==> src/rtl/mem_io_bridge_if.sv <==
// Peripheral-side bus of the memory/IO bridge: one-hot channel select,
// request strobe, write data out, per-channel read data and acknowledges in.
interface mem_io_bridge_if #(
  parameter int N_IO = 4,
  parameter int IO_W = 24
);
  logic [N_IO-1:0]      io_sel;
  logic                 io_req;
  logic                 io_we;
  logic [IO_W-1:0]      io_wdata;
  logic [N_IO*IO_W-1:0] io_rdata;
  logic [N_IO-1:0]      io_ack;

  // Handshake: while io_req is high, io_sel/io_we/io_wdata are held stable;
  // the selected channel completes the transfer by raising its io_ack bit for
  // one cycle (with io_rdata valid on reads). Acks from unselected channels
  // are ignored.
  modport master (
    output io_sel, io_req, io_we, io_wdata,
    input  io_rdata, io_ack
  );

  modport slave (
    input  io_sel, io_req, io_we, io_wdata,
    output io_rdata, io_ack
  );
endinterface

==> src/rtl/mem_io_bridge.sv <==
// Bridge between CPU datapath, data memory (zero-wait pass-through) and N
// memory-mapped IO channels (req/ack with CPU stall, timeout, sticky error).
module mem_io_bridge #(
  parameter int          DATA_W      = 32,
  parameter int          IO_W        = 24,
  parameter int          N_IO        = 4,
  parameter logic [31:0] IO_BASE     = 32'hFFFFFC00,
  parameter int          IO_WIN_BITS = 10,
  parameter int          IO_SEL_LSB  = 4,
  parameter int          TIMEOUT     = 15
) (
  input  logic              clk,
  input  logic              rst_n,
  input  logic              mRead,
  input  logic              mWrite,
  input  logic              ioRead,
  input  logic              ioWrite,
  input  logic [31:0]       addr_in,
  input  logic [DATA_W-1:0] r_rdata,
  input  logic [DATA_W-1:0] m_rdata,
  output logic [31:0]       addr_out,
  output logic              dmem_we,
  output logic [DATA_W-1:0] data_to_dmem,
  output logic [DATA_W-1:0] r_wdata,
  output logic              stall,
  input  logic              err_clr,
  output logic              io_err,
  output logic [1:0]        err_code,
  output logic [1:0]        dbg_state_o,
  mem_io_bridge_if.master   io
);
  localparam int SEL_W = $clog2(N_IO);
  localparam int CNT_W = (TIMEOUT > 1) ? $clog2(TIMEOUT) : 1;

  typedef enum logic [1:0] {IDLE = 2'd0, WAIT = 2'd1, DONE = 2'd2} state_t;

  state_t            state_q, state_d;
  logic [CNT_W-1:0]  cnt_q, cnt_d;
  logic [DATA_W-1:0] rd_buf_q, rd_buf_d;
  logic [SEL_W-1:0]  ch_q, ch_d;
  logic              we_q, we_d;
  logic [IO_W-1:0]   wdata_q, wdata_d;
  logic              err_q, err_d;
  logic [1:0]        code_q, code_d;

  logic mem_any, io_any, io_access, conflict, in_win;
  logic new_err;
  logic [1:0] new_code;

  assign mem_any   = mRead | mWrite;
  assign io_any    = ioRead | ioWrite;
  assign io_access = io_any & ~mem_any;
  assign conflict  = io_any & mem_any;
  assign in_win    = addr_in[31:IO_WIN_BITS] == IO_BASE[31:IO_WIN_BITS];

  assign addr_out     = addr_in;
  assign dmem_we      = mWrite & ~io_any;
  assign data_to_dmem = mWrite ? r_rdata : '0;
  assign r_wdata      = mRead ? m_rdata : ((state_q == DONE) ? rd_buf_q : '0);
  // Held low during reset so a CPU already presenting an IO op is not frozen.
  assign stall        = rst_n & (((state_q == IDLE) & io_access) | (state_q == WAIT));

  // Peripheral outputs come only from registers.
  assign io.io_req   = (state_q == WAIT);
  assign io.io_sel   = (state_q == WAIT) ? (N_IO'(1) << ch_q) : '0;
  assign io.io_we    = (state_q == WAIT) & we_q;
  assign io.io_wdata = (state_q == WAIT) ? wdata_q : '0;

  assign io_err      = err_q;
  assign err_code    = code_q;
  assign dbg_state_o = state_q;

  always_comb begin
    state_d  = state_q;
    cnt_d    = cnt_q;
    rd_buf_d = rd_buf_q;
    ch_d     = ch_q;
    we_d     = we_q;
    wdata_d  = wdata_q;
    new_err  = 1'b0;
    new_code = 2'b00;
    case (state_q)
      IDLE: begin
        if (conflict) begin
          new_err  = 1'b1;
          new_code = 2'b11;
        end else if (io_access && in_win) begin
          ch_d    = addr_in[IO_SEL_LSB +: SEL_W];
          we_d    = ioWrite;
          wdata_d = r_rdata[IO_W-1:0];
          cnt_d   = '0;
          state_d = WAIT;
        end else if (io_access) begin
          rd_buf_d = '0;
          new_err  = 1'b1;
          new_code = 2'b10;
          state_d  = DONE;
        end
      end
      WAIT: begin
        if (io.io_ack[ch_q]) begin
          rd_buf_d = we_q ? '0 : DATA_W'(io.io_rdata[ch_q*IO_W +: IO_W]);
          state_d  = DONE;
        end else if (cnt_q == CNT_W'(TIMEOUT - 1)) begin
          rd_buf_d = '0;
          new_err  = 1'b1;
          new_code = 2'b01;
          state_d  = DONE;
        end else begin
          cnt_d = cnt_q + 1'b1;
        end
      end
      DONE:    state_d = IDLE;
      default: state_d = IDLE;
    endcase

    // First error sticks; a clear coinciding with a new error keeps the new one.
    err_d  = err_q;
    code_d = code_q;
    if (new_err && (!err_q || err_clr)) begin
      err_d  = 1'b1;
      code_d = new_code;
    end else if (err_clr) begin
      err_d  = 1'b0;
      code_d = 2'b00;
    end
  end

  always_ff @(posedge clk) begin
    if (!rst_n) begin
      state_q  <= IDLE;
      cnt_q    <= '0;
      rd_buf_q <= '0;
      ch_q     <= '0;
      we_q     <= 1'b0;
      wdata_q  <= '0;
      err_q    <= 1'b0;
      code_q   <= 2'b00;
    end else begin
      state_q  <= state_d;
      cnt_q    <= cnt_d;
      rd_buf_q <= rd_buf_d;
      ch_q     <= ch_d;
      we_q     <= we_d;
      wdata_q  <= wdata_d;
      err_q    <= err_d;
      code_q   <= code_d;
    end
  end
endmodule

==> src/flat_wrapper.sv <==
// flat-port wrapper written by rule: the top's interface ports become plain ports
module mem_io_bridge_flat 
#(
  parameter int          DATA_W      = 32,
  parameter int          IO_W        = 24,
  parameter int          N_IO        = 4,
  parameter logic [31:0] IO_BASE     = 32'hFFFFFC00,
  parameter int          IO_WIN_BITS = 10,
  parameter int          IO_SEL_LSB  = 4,
  parameter int          TIMEOUT     = 15
)
  (clk, rst_n, mRead, mWrite, ioRead, ioWrite, addr_in, r_rdata, m_rdata, addr_out, dmem_we, data_to_dmem, r_wdata, stall, err_clr, io_err, err_code, dbg_state_o, io_io_sel, io_io_req, io_io_we, io_io_wdata, io_io_rdata, io_io_ack);
  mem_io_bridge_if #(.N_IO(N_IO), .IO_W(IO_W)) io_i ();
  input  logic clk;
  input  logic rst_n;
  input  logic mRead;
  input  logic mWrite;
  input  logic ioRead;
  input  logic ioWrite;
  input  logic [31:0] addr_in;
  input  logic [DATA_W-1:0] r_rdata;
  input  logic [DATA_W-1:0] m_rdata;
  output logic [31:0] addr_out;
  output logic dmem_we;
  output logic [DATA_W-1:0] data_to_dmem;
  output logic [DATA_W-1:0] r_wdata;
  output logic stall;
  input  logic err_clr;
  output logic io_err;
  output logic [1:0] err_code;
  output logic [1:0] dbg_state_o;
  output wire logic [$bits(io_i.io_sel)-1:0] io_io_sel;
  output wire logic [$bits(io_i.io_req)-1:0] io_io_req;
  output wire logic [$bits(io_i.io_we)-1:0] io_io_we;
  output wire logic [$bits(io_i.io_wdata)-1:0] io_io_wdata;
  input wire logic [$bits(io_i.io_rdata)-1:0] io_io_rdata;
  input wire logic [$bits(io_i.io_ack)-1:0] io_io_ack;
  assign io_io_sel = io_i.io_sel;
  assign io_io_req = io_i.io_req;
  assign io_io_we = io_i.io_we;
  assign io_io_wdata = io_i.io_wdata;
  assign io_i.io_rdata = io_io_rdata;
  assign io_i.io_ack = io_io_ack;
  mem_io_bridge #(.DATA_W(DATA_W), .IO_W(IO_W), .N_IO(N_IO), .IO_BASE(IO_BASE), .IO_WIN_BITS(IO_WIN_BITS), .IO_SEL_LSB(IO_SEL_LSB), .TIMEOUT(TIMEOUT)) u_core (.clk(clk), .rst_n(rst_n), .mRead(mRead), .mWrite(mWrite), .ioRead(ioRead), .ioWrite(ioWrite), .addr_in(addr_in), .r_rdata(r_rdata), .m_rdata(m_rdata), .addr_out(addr_out), .dmem_we(dmem_we), .data_to_dmem(data_to_dmem), .r_wdata(r_wdata), .stall(stall), .err_clr(err_clr), .io_err(io_err), .err_code(err_code), .dbg_state_o(dbg_state_o), .io(io_i));
endmodule
==> config.mk <==
export PLATFORM = sky130hd
export DESIGN_NAME = mem_io_bridge_flat
export DESIGN_NICKNAME = d
export VERILOG_FILES = /design/src/rtl/mem_io_bridge_if.sv /design/src/rtl/mem_io_bridge.sv /design/src/flat_wrapper.sv
export SDC_FILE = /design/constraint.sdc
export NUM_CORES = 1
export LEC_CHECK = 0
export ABC_CLOCK_PERIOD_IN_PS = 4800
export BUFFER_PORTS_ARGS = -buffer_cell sky130_fd_sc_hd__buf_2
export CAP_MARGIN = 30
export CORE_MARGIN = 2
export CORE_UTILIZATION = 23
export DETAILED_ROUTE_END_ITERATION = 6
export SLEW_MARGIN = 10
export SYNTH_ARGS = -nofsm -noshare
export SYNTH_HDL_FRONTEND = slang
export SYNTH_SLANG_ARGS = --single-unit
==> constraint.sdc <==
create_clock -name clk -period 4.8 [get_ports clk]
set_input_delay 0.48 -clock clk [delete_from_list [all_inputs] [get_ports clk]]
set_output_delay 0.48 -clock clk [all_outputs]
set_load 0.05 [all_outputs]
# Yosys cells after proc, flatten, opt, wreduce, memory -nomap -nowiden
# Cells that the tools add are included.
# totals
reg_bits	68
latch_bits	0
ramBits	0
rom_bits	0
in_bits	203
output_inout_bits	133
memories	0
# op_classes
addsub	1
multipliers	1
div_mod_pow	0
order_cmp	1
eq_ne	12
shifts	2
mux	41
n_bitwise	12
n_reduce_logical	11
# op_table
op	n
32-bit 2-to-1 mux	8
96-bit by 8-bit indexed part select with 24-bit output	1
32-bit one-hot mux with 2 select lines	1
24-bit 2-to-1 mux	2
22-bit equality test, second input constant	1
2-bit 2-to-1 mux	11
4-bit 2-to-1 mux	5
2-bit != test, second input constant	5
5-bit AND reduction	2
1-bit 2-to-1 mux	9
2-bit one-hot mux with 2 select lines	2
4-bit one-hot mux with 2 select lines	1
1-bit bitwise AND	6
3-bit AND reduction	2
4-bit by 1-bit adder with 4-bit output, second input constant	1
4-bit equality test, second input constant	1
2-bit by 2-bit multiplier with 4-bit output, second input constant	1
2-bit nonzero test	2
1-bit by 2-bit << shifter with 4-bit output, first input constant	1
2-bit by 3-bit less-than comparator with 1-bit output, second input constant	1
3-bit by 1-bit != test with 1-bit output, second input constant	1
3-bit by 2-bit != test with 1-bit output, second input constant	1
1-bit inverter	3
1-bit OR	3
other kinds (9)	10

# Longest topological paths before layout
# Gate-level depths: netlist of the first run.
# logic_depth
word_depth	9
depth_mapped	7

# Least setup slack after synthesis of the first run
# OpenSTA, ideal clock, no wires.
# synth_timing
path_type	reg2out
start	reg u_core.state_q[0] (netlist: u_core.dbg_state_o[0])
end	out io_io_wdata[14]
t_arrival_ns	2.390
t_required_ns	4.320
slack_ns	1.930
path_stages_with_launch	6
path_buffers	3
path_cell_list	dfxtp_1 -> buf_2 -> nor2b_1 -> clkbuf_1 -> clkbuf_1 -> and2_1
# synth_between
elab_chain_len	2
# synth_rtl
element	line	source
start, declared	mem_io_bridge.sv:37	state_t state_q, state_d;
start signal, assigned	mem_io_bridge.sv:140	state_q <= state_d;
2-bit by 1-bit equality test with 1-bit output	--	
named net io_io_req	flat_wrapper.sv:33	output wire logic [$bits(io_i.io_req)-1:0] io_io_req;
24-bit 2-to-1 mux	mem_io_bridge.sv:67	assign io.io_wdata = (state_q == WAIT) ? wdata_q : '0;
end, declared	flat_wrapper.sv:35	output wire logic [$bits(io_i.io_wdata)-1:0] io_io_wdata;
# The timed path passes the listed nets, and every way through them passes these cells.

# Final worst setup path of the first run
# layout_timing
start	reg u_core.ch_q[1]
end	reg u_core.rd_buf_q[12]
# layout_between
elab_chain_len	5
elab_cells_between_ends	9
classes_between	mul (1); eq/ne (1); shift (1); mux (5); reduce/logical (1)
# layout_rtl
element	line	source
start, declared	mem_io_bridge.sv:40	logic [SEL_W-1:0] ch_q, ch_d;
start signal, assigned	mem_io_bridge.sv:143	ch_q <= ch_d;
2-bit by 2-bit multiplier with 4-bit output	mem_io_bridge.sv:102	rd_buf_d = we_q ? '0 : DATA_W'(io.io_rdata[ch_q*IO_W +: IO_W]);
96-bit by 8-bit indexed part select with 24-bit output	mem_io_bridge.sv:102	
24-bit 2-to-1 mux	mem_io_bridge.sv:102	
32-bit 2-to-1 mux	mem_io_bridge.sv:101	if (io.io_ack[ch_q]) begin
32-bit one-hot mux with 2 select lines	mem_io_bridge.sv:82	case (state_q)
end signal, assigned	mem_io_bridge.sv:142	rd_buf_q <= rd_buf_d;
end, declared	mem_io_bridge.sv:39	logic [DATA_W-1:0] rd_buf_q, rd_buf_d;
# Parallel ways exist; a longest one is shown, timed or not. The select of a mux whose other input is x is not followed.
# A chain may end at the register's enable or synchronous reset.

==> impl_metrics.py, run 1 <==
metrics = {
    "die": {
        "start_util": 0.234,
        "die_y_um": 145,
        "die_width_um": 145,
        "coreArea_um2": 19400,
        "fp-row-count": 51,
        "ios": 336,
        "die_area_um2": 20900,
    },
    "yosys": {
        "synth_area_per_cell_um2": 8.96,
        "synth_fp_nets": 712,
        "synthArstFlopShare": 0,
        "synth_commonest_cells": "nand2_1, and2_1, dfxtp_1",
        "synth_top_family_by_area": "simple AND/OR/NAND/NOR gates",
        "syn_inst": 507,
        "synth_seq_cells": 60,
        "ys_types": 47,
        "synth-compound-area-share": 0.208,
        "synth_warnings": 0,
        "synth.area.mux_share": 0.188,
        "yosysSeqAreaShare": 0.264,
        "yosys.area.top_type_share": 0.264,
        "synthXorXnorAreaFrac": 0,
        "synthAdderAreaFrac": 0.00551,
        "synth.area.top_cells": "dfxtp_1, mux4_2, and2_1",
        "yosysTopAreaCell": "dfxtp_1",
        "yosys.area_share.simple": 0.210,
        "synthesis.area_um2": 4540,
        "synth_enable_flop_cells": 0,
        "synthFlopType": "dfxtp_1",
        "yosysMostFrequentCell": "nand2_1",
    },
    "grt": {
        "antenna_found_initial": 0,
        "grt_max_degree": 57,
        "overflow": 0,
        "grt_pass1_wl_um": 23700,
        "first_global_vias": 4347,
        "grt_use_total": 0.149,
    },
    "clock_tree": {
        "postCtsSetupBuffers": 0,
        "cts_buffers": 9,
        "ctsHoldBuffers": 0,
        "clock-sinks": 60,
        "cts_root_buffer": "clkbuf_16",
        "cts_max_level": 3,
        "insertion_delay_ps": 320,
        "post_cts_resized": 0,
        "clk_pin_slew_ps": 50,
        "cts_tree": "done",
        "clockBufferDepth": 2,
    },
    "route": {
        "routed_wl_um": 16700,
        "remaining_drc_errors": 0,
        "viasPerCell": 4.60,
        "firstDrtPassIters": 4,
        "via_count": 4770,
        "wire_per_inst_um": 16.1,
        "drt_iter0_markers": 317,
        "ant_nets": 0,
    },
    "timing": {
        "max_freq_mhz": 391,
        "fin_skew_ps": 4.87,
        "min_period_over_period": 0.533,
        "finalSetupViolCount": 0,
        "finalSetupTns_ps": 0,
        "worst_slack_ps": 2240,
        "tightest_slew_ps": 964,
        "slew_headroom": 0.357,
        "hold_viol": 0,
        "finalCriticalPeriod_ps": 2560,
        "worst_hold_slack_ps": 409,
        "rsz0062_at_grt": "false",
        "maxSlewViolCount": 0,
    },
    "critical_path": {
        "path_class": "register to register",
        "arrival_ps": 2790,
        "critPathRequiredTime_ps": 5030,
        "worst_setup_path_end_kind": "register",
        "start_kind": "register",
        "critical_path.max_fanout": 24,
    },
    "job": {
        "cap_violations": 0,
    },
    "pwr": {
        "leakagePower_uw": 0.00285,
        "p_per_area_nw_per_um2": 247,
        "p_total_uw": 1590,
        "vdd_drop_max_v": 0.000180,
    },
    "final_layout": {
        "finish.utilization": 0.332,
        "areaGrowthSynthToFinish_pct": 41.8,
        "final_nets": 972,
        "drive_gt1_frac": 0.516,
        "antenna_cells": 0,
    },
    "placement": {
        "routabilityCongestion": 0.877,
        "post-place-ws_ps": 2200,
        "dp_hpwl_um": 13100,
        "portBuffers": 319,
    },
    "min_path": {
        "hp-class": "input pin to register",
    },
    "outcome": {
        "outcome": "finished clean",
    },
}
cells in the final DEF, fill, tap and decap left out, types with 5 or more instances in the layout:
master | Yosys | final
o311ai_2 | 18 | 18
o311ai_1 | 6 | 6
buf_4 | 33 | 8
nand3_1 | 5 | 5
buf_2 | 8 | 318
and2_1 | 66 | 66
clkbuf_16 | 0 | 9
mux2i_1 | 27 | 27
inv_1 | 28 | 28
nand4_1 | 6 | 6
o211ai_1 | 24 | 24
nor2_1 | 10 | 10
a22o_1 | 24 | 24
mux4_2 | 25 | 25
dfxtp_1 | 60 | 59
nand2_1 | 81 | 81
routing by layer:
layer | global-route usage | wire length, µm | vias to the layer above | part of all wire
met3 | 0.0232 | 884 | 14 | 0.053
li1 | - | - | 2317 | -
met1 | 0.194 | 7110 | 2249 | 0.43
met5 | 0 | 0 | - | 0
met2 | 0.253 | 8440 | 190 | 0.51
met4 | 0.0439 | 242 | 0 | 0.015
final cells by class:
| type | count | area [µm²] |
|---|---|---|
| multi-input cells | 341 | 2800 |
| repair buffers | 327 | 1680 |
| clock inverters | 5 | 75.1 |
| well taps | 265 | 332 |
| inverters | 28 | 105 |
| clock buffers | 11 | 243 |
| flip-flops and latches | 60 | 1200 |
| fillers | 2066 | 13000 |
stage by stage:
stage,area [µm²],instances
finish,6440,1037
global route,6440,1037
CTS,6440,1037
detailed placement,6120,1021
global placement,6090,1020
floorplan,4540,507
state kept, by name, indices dropped and copies added, names as in the netlist:
signal              count
u_core.ch_q             2
u_core.cnt_q            4
u_core.dbg_state_o      2
u_core.err_code         2
u_core.io_err           1
u_core.rd_buf_q        24
u_core.wdata_q         24
u_core.we_q             1
cell families (layout without fill, tap and decap cells):
logic type / Yosys count / count (layout)
and+or+nand+nor: 188 / 188
buffers and inverters: 106 / 371
AOI/OAI and AO/OA: 97 / 97
muxes: 54 / 54
adders and majority gates: 2 / 2
DFF: 60 / 60
worst max-delay path, stage by stage, from the launching register on:
cell      delay (ps)
dfxtp_1          710
buf_4            360
mux4_2           240
and4b_1          840
nand2_1          160
o311ai_2         130
power by group:
group	switching [µW]	internal, µW
combinational	258	129
clock	232	466
sequential	3.67	502
total	494	1100
worst paths after layout:
kind                      startpoint                  end  slack [ps]  depth (start not counted)
setup / recovery      u_core.ch_q[1]  u_core.rd_buf_q[12]        2240                          5
hold / removal            r_rdata[9]    u_core.wdata_q[9]         410                          3
setup reg to reg      u_core.ch_q[1]  u_core.rd_buf_q[12]        2240                          5
hold reg to reg   u_core.wdata_q[20]   u_core.wdata_q[20]         450                          2
Note: power is estimated with default switching activity, not from simulation.
==> run 2, diff against run 1 <==
--- a/config.mk
+++ b/config.mk
@@ -5,7 +5,7 @@
 export SDC_FILE = /design/constraint.sdc
 export NUM_CORES = 1
 export LEC_CHECK = 0
-export ABC_CLOCK_PERIOD_IN_PS = 4800
+export ABC_CLOCK_PERIOD_IN_PS = 2350
 export BUFFER_PORTS_ARGS = -buffer_cell sky130_fd_sc_hd__buf_2
 export CAP_MARGIN = 30
 export CORE_MARGIN = 2
==> constraint.sdc (replaced) <==
create_clock -name clk -period 2.35 [get_ports clk]
set_input_delay 0.235 -clock clk [delete_from_list [all_inputs] [get_ports clk]]
set_output_delay 0.235 -clock clk [all_outputs]
set_load 0.05 [all_outputs]
==> impl_metrics.py, run 2 (synthesis gave the netlist of run 1 again) <==
metrics = {
    "die": {
        "die_area_um2": 20900,
        "die_width_um": 145,
        "fp-row-count": 51,
        "coreArea_um2": 19400,
        "ios": 336,
        "start_util": 0.234,
        "die_y_um": 145,
    },
    "pwr": {
        "leakagePower_uw": 0.00290,
        "vdd_drop_max_v": 0.000304,
        "p_per_area_nw_per_um2": 493,
    },
    "route": {
        "drt_iter0_markers": 269,
        "ant_nets": 0,
        "firstDrtPassIters": 4,
        "viasPerCell": 4.61,
        "remaining_drc_errors": 0,
        "wire_per_inst_um": 16.0,
        "routed_wl_um": 16800,
        "via_count": 4830,
    },
    "critical_path": {
        "worst_setup_path_end_kind": "output pin",
        "critPathRequiredTime_ps": 2120,
        "path_class": "register to output pin",
        "arrival_ps": 1940,
        "start_kind": "register",
        "critical_path.max_fanout": 27,
    },
    "grt": {
        "overflow": 0,
        "busiest_layer": "met2",
        "first_global_vias": 4385,
        "antenna_found_initial": 0,
        "grtUsageMet3": 0.0301,
        "gr-usage-met1": 0.197,
        "grt_use_total": 0.151,
        "grt_max_degree": 39,
        "grt_pass1_wl_um": 24200,
        "met2_usage": 0.252,
    },
    "timing": {
        "finalCriticalPeriod_ps": 2180,
        "fin_skew_ps": 9.96,
        "hold_viol": 0,
        "maxSlewViolCount": 0,
        "max_freq_mhz": 460,
        "slew_headroom": 0.711,
        "finalSetupViolCount": 0,
        "tightest_slew_ps": 433,
        "min_period_over_period": 0.926,
        "rsz0062_at_grt": "false",
        "finalSetupTns_ps": 0,
    },
    "placement": {
        "dp_hpwl_um": 13200,
        "portBuffers": 319,
        "routabilityCongestion": 0.823,
        "placedCellCount": 1030,
    },
    "clock_tree": {
        "clock-sinks": 60,
        "ctsHoldBuffers": 0,
        "cts_max_level": 3,
        "cts_root_buffer": "clkbuf_16",
        "cts_buffers": 9,
        "clockBufferDepth": 2,
        "insertion_delay_ps": 320,
        "postCtsSetupBuffers": 0,
        "cts_tree": "done",
        "post_cts_resized": 0,
        "clk_pin_slew_ps": 60,
    },
    "final_layout": {
        "multi_input_area_um2": 2820,
        "areaGrowthSynthToFinish_pct": 44.0,
        "seq_area_um2": 1200,
        "drive_gt1_frac": 0.535,
        "stdcell_count": 1047,
        "top_regs": "u_core.rd_buf_q: 24 flops, u_core.wdata_q: 24 flops, u_core.cnt_q: 4 flops",
        "nFillCells": 2076,
        "layout_common_cells": "buf_2, nand2_1, and2_1, dfxtp_1, inv_1",
        "final_nets": 982,
        "mostFrequentLayoutCell": "buf_2",
    },
    "outcome": {
        "outcome": "finished clean",
    },
    "job": {
        "cap_violations": 0,
    },
    "min_path": {
        "hp-class": "input pin to register",
    },
}
run 2: cell types whose count changed in the layout (fill, tap and decap cells not counted), moves of 3 or more:
cell / previous run / this run
and2_2: 0 / 8
and2_1: 66 / 58
buf_12: 0 / 3
buf_4: 8 / 15
run 2: cell type report:
cell class,instances,area share
clock buffer,10,0.0350
tap,265,0.0507
inverter,28,0.0161
multi-input combinational,341,0.431
timing repair buffer,337,0.271
clock inverter,5,0.0119
antenna,1,0.000383
sequential,60,0.184
run 2: final timing paths:
| check | from | end | slack, ps | depth (start not counted) |
|---|---|---|---|---|
| worst max-delay path | u_core.dbg_state_o[0] | io_io_wdata[20] | 170 | 5 |
| worst min-delay path | r_rdata[7] | u_core.wdata_q[7] | 160 | 3 |
| worst max register to register | u_core.ch_q[1] | u_core.rd_buf_q[5] | 400 | 6 |
| worst min register to register | u_core.wdata_q[7] | u_core.wdata_q[7] | 450 | 2 |
run 2: critical path: stages (launching register included):
cell and delay (ps):
dfxtp_1 450, buf_4 200, nor2b_1 220, buf_4 300
and2_2 190, buf_2 250
run 2: per-layer routing:
layer  vias up  routed length (µm)
met2       201                8290
met4         0                 272
met5         -                   0
li1       2334                   -
met1      2274                7230
met3        21                 953
run 2: metrics by stage:
step	cell area, µm²	hold slack, ps	setup WS, ps	power [µW]	util
global placement	6210	439	135	1850	0.320
detailed placement	6210	442	111	1860	0.320
floorplan	4560	377	1.63	1620	-
CTS	6520	156	162	3260	0.336
global route	6540	154	52.4	3360	0.337
finish	6540	161	175	3220	0.337
run 2: power breakdown:
part | switching [µW] | internal (µW)
Combinational | 532 | 268
Sequential | 6.58 | 1030
Clock | 474 | 918
Total | 1010 | 2210
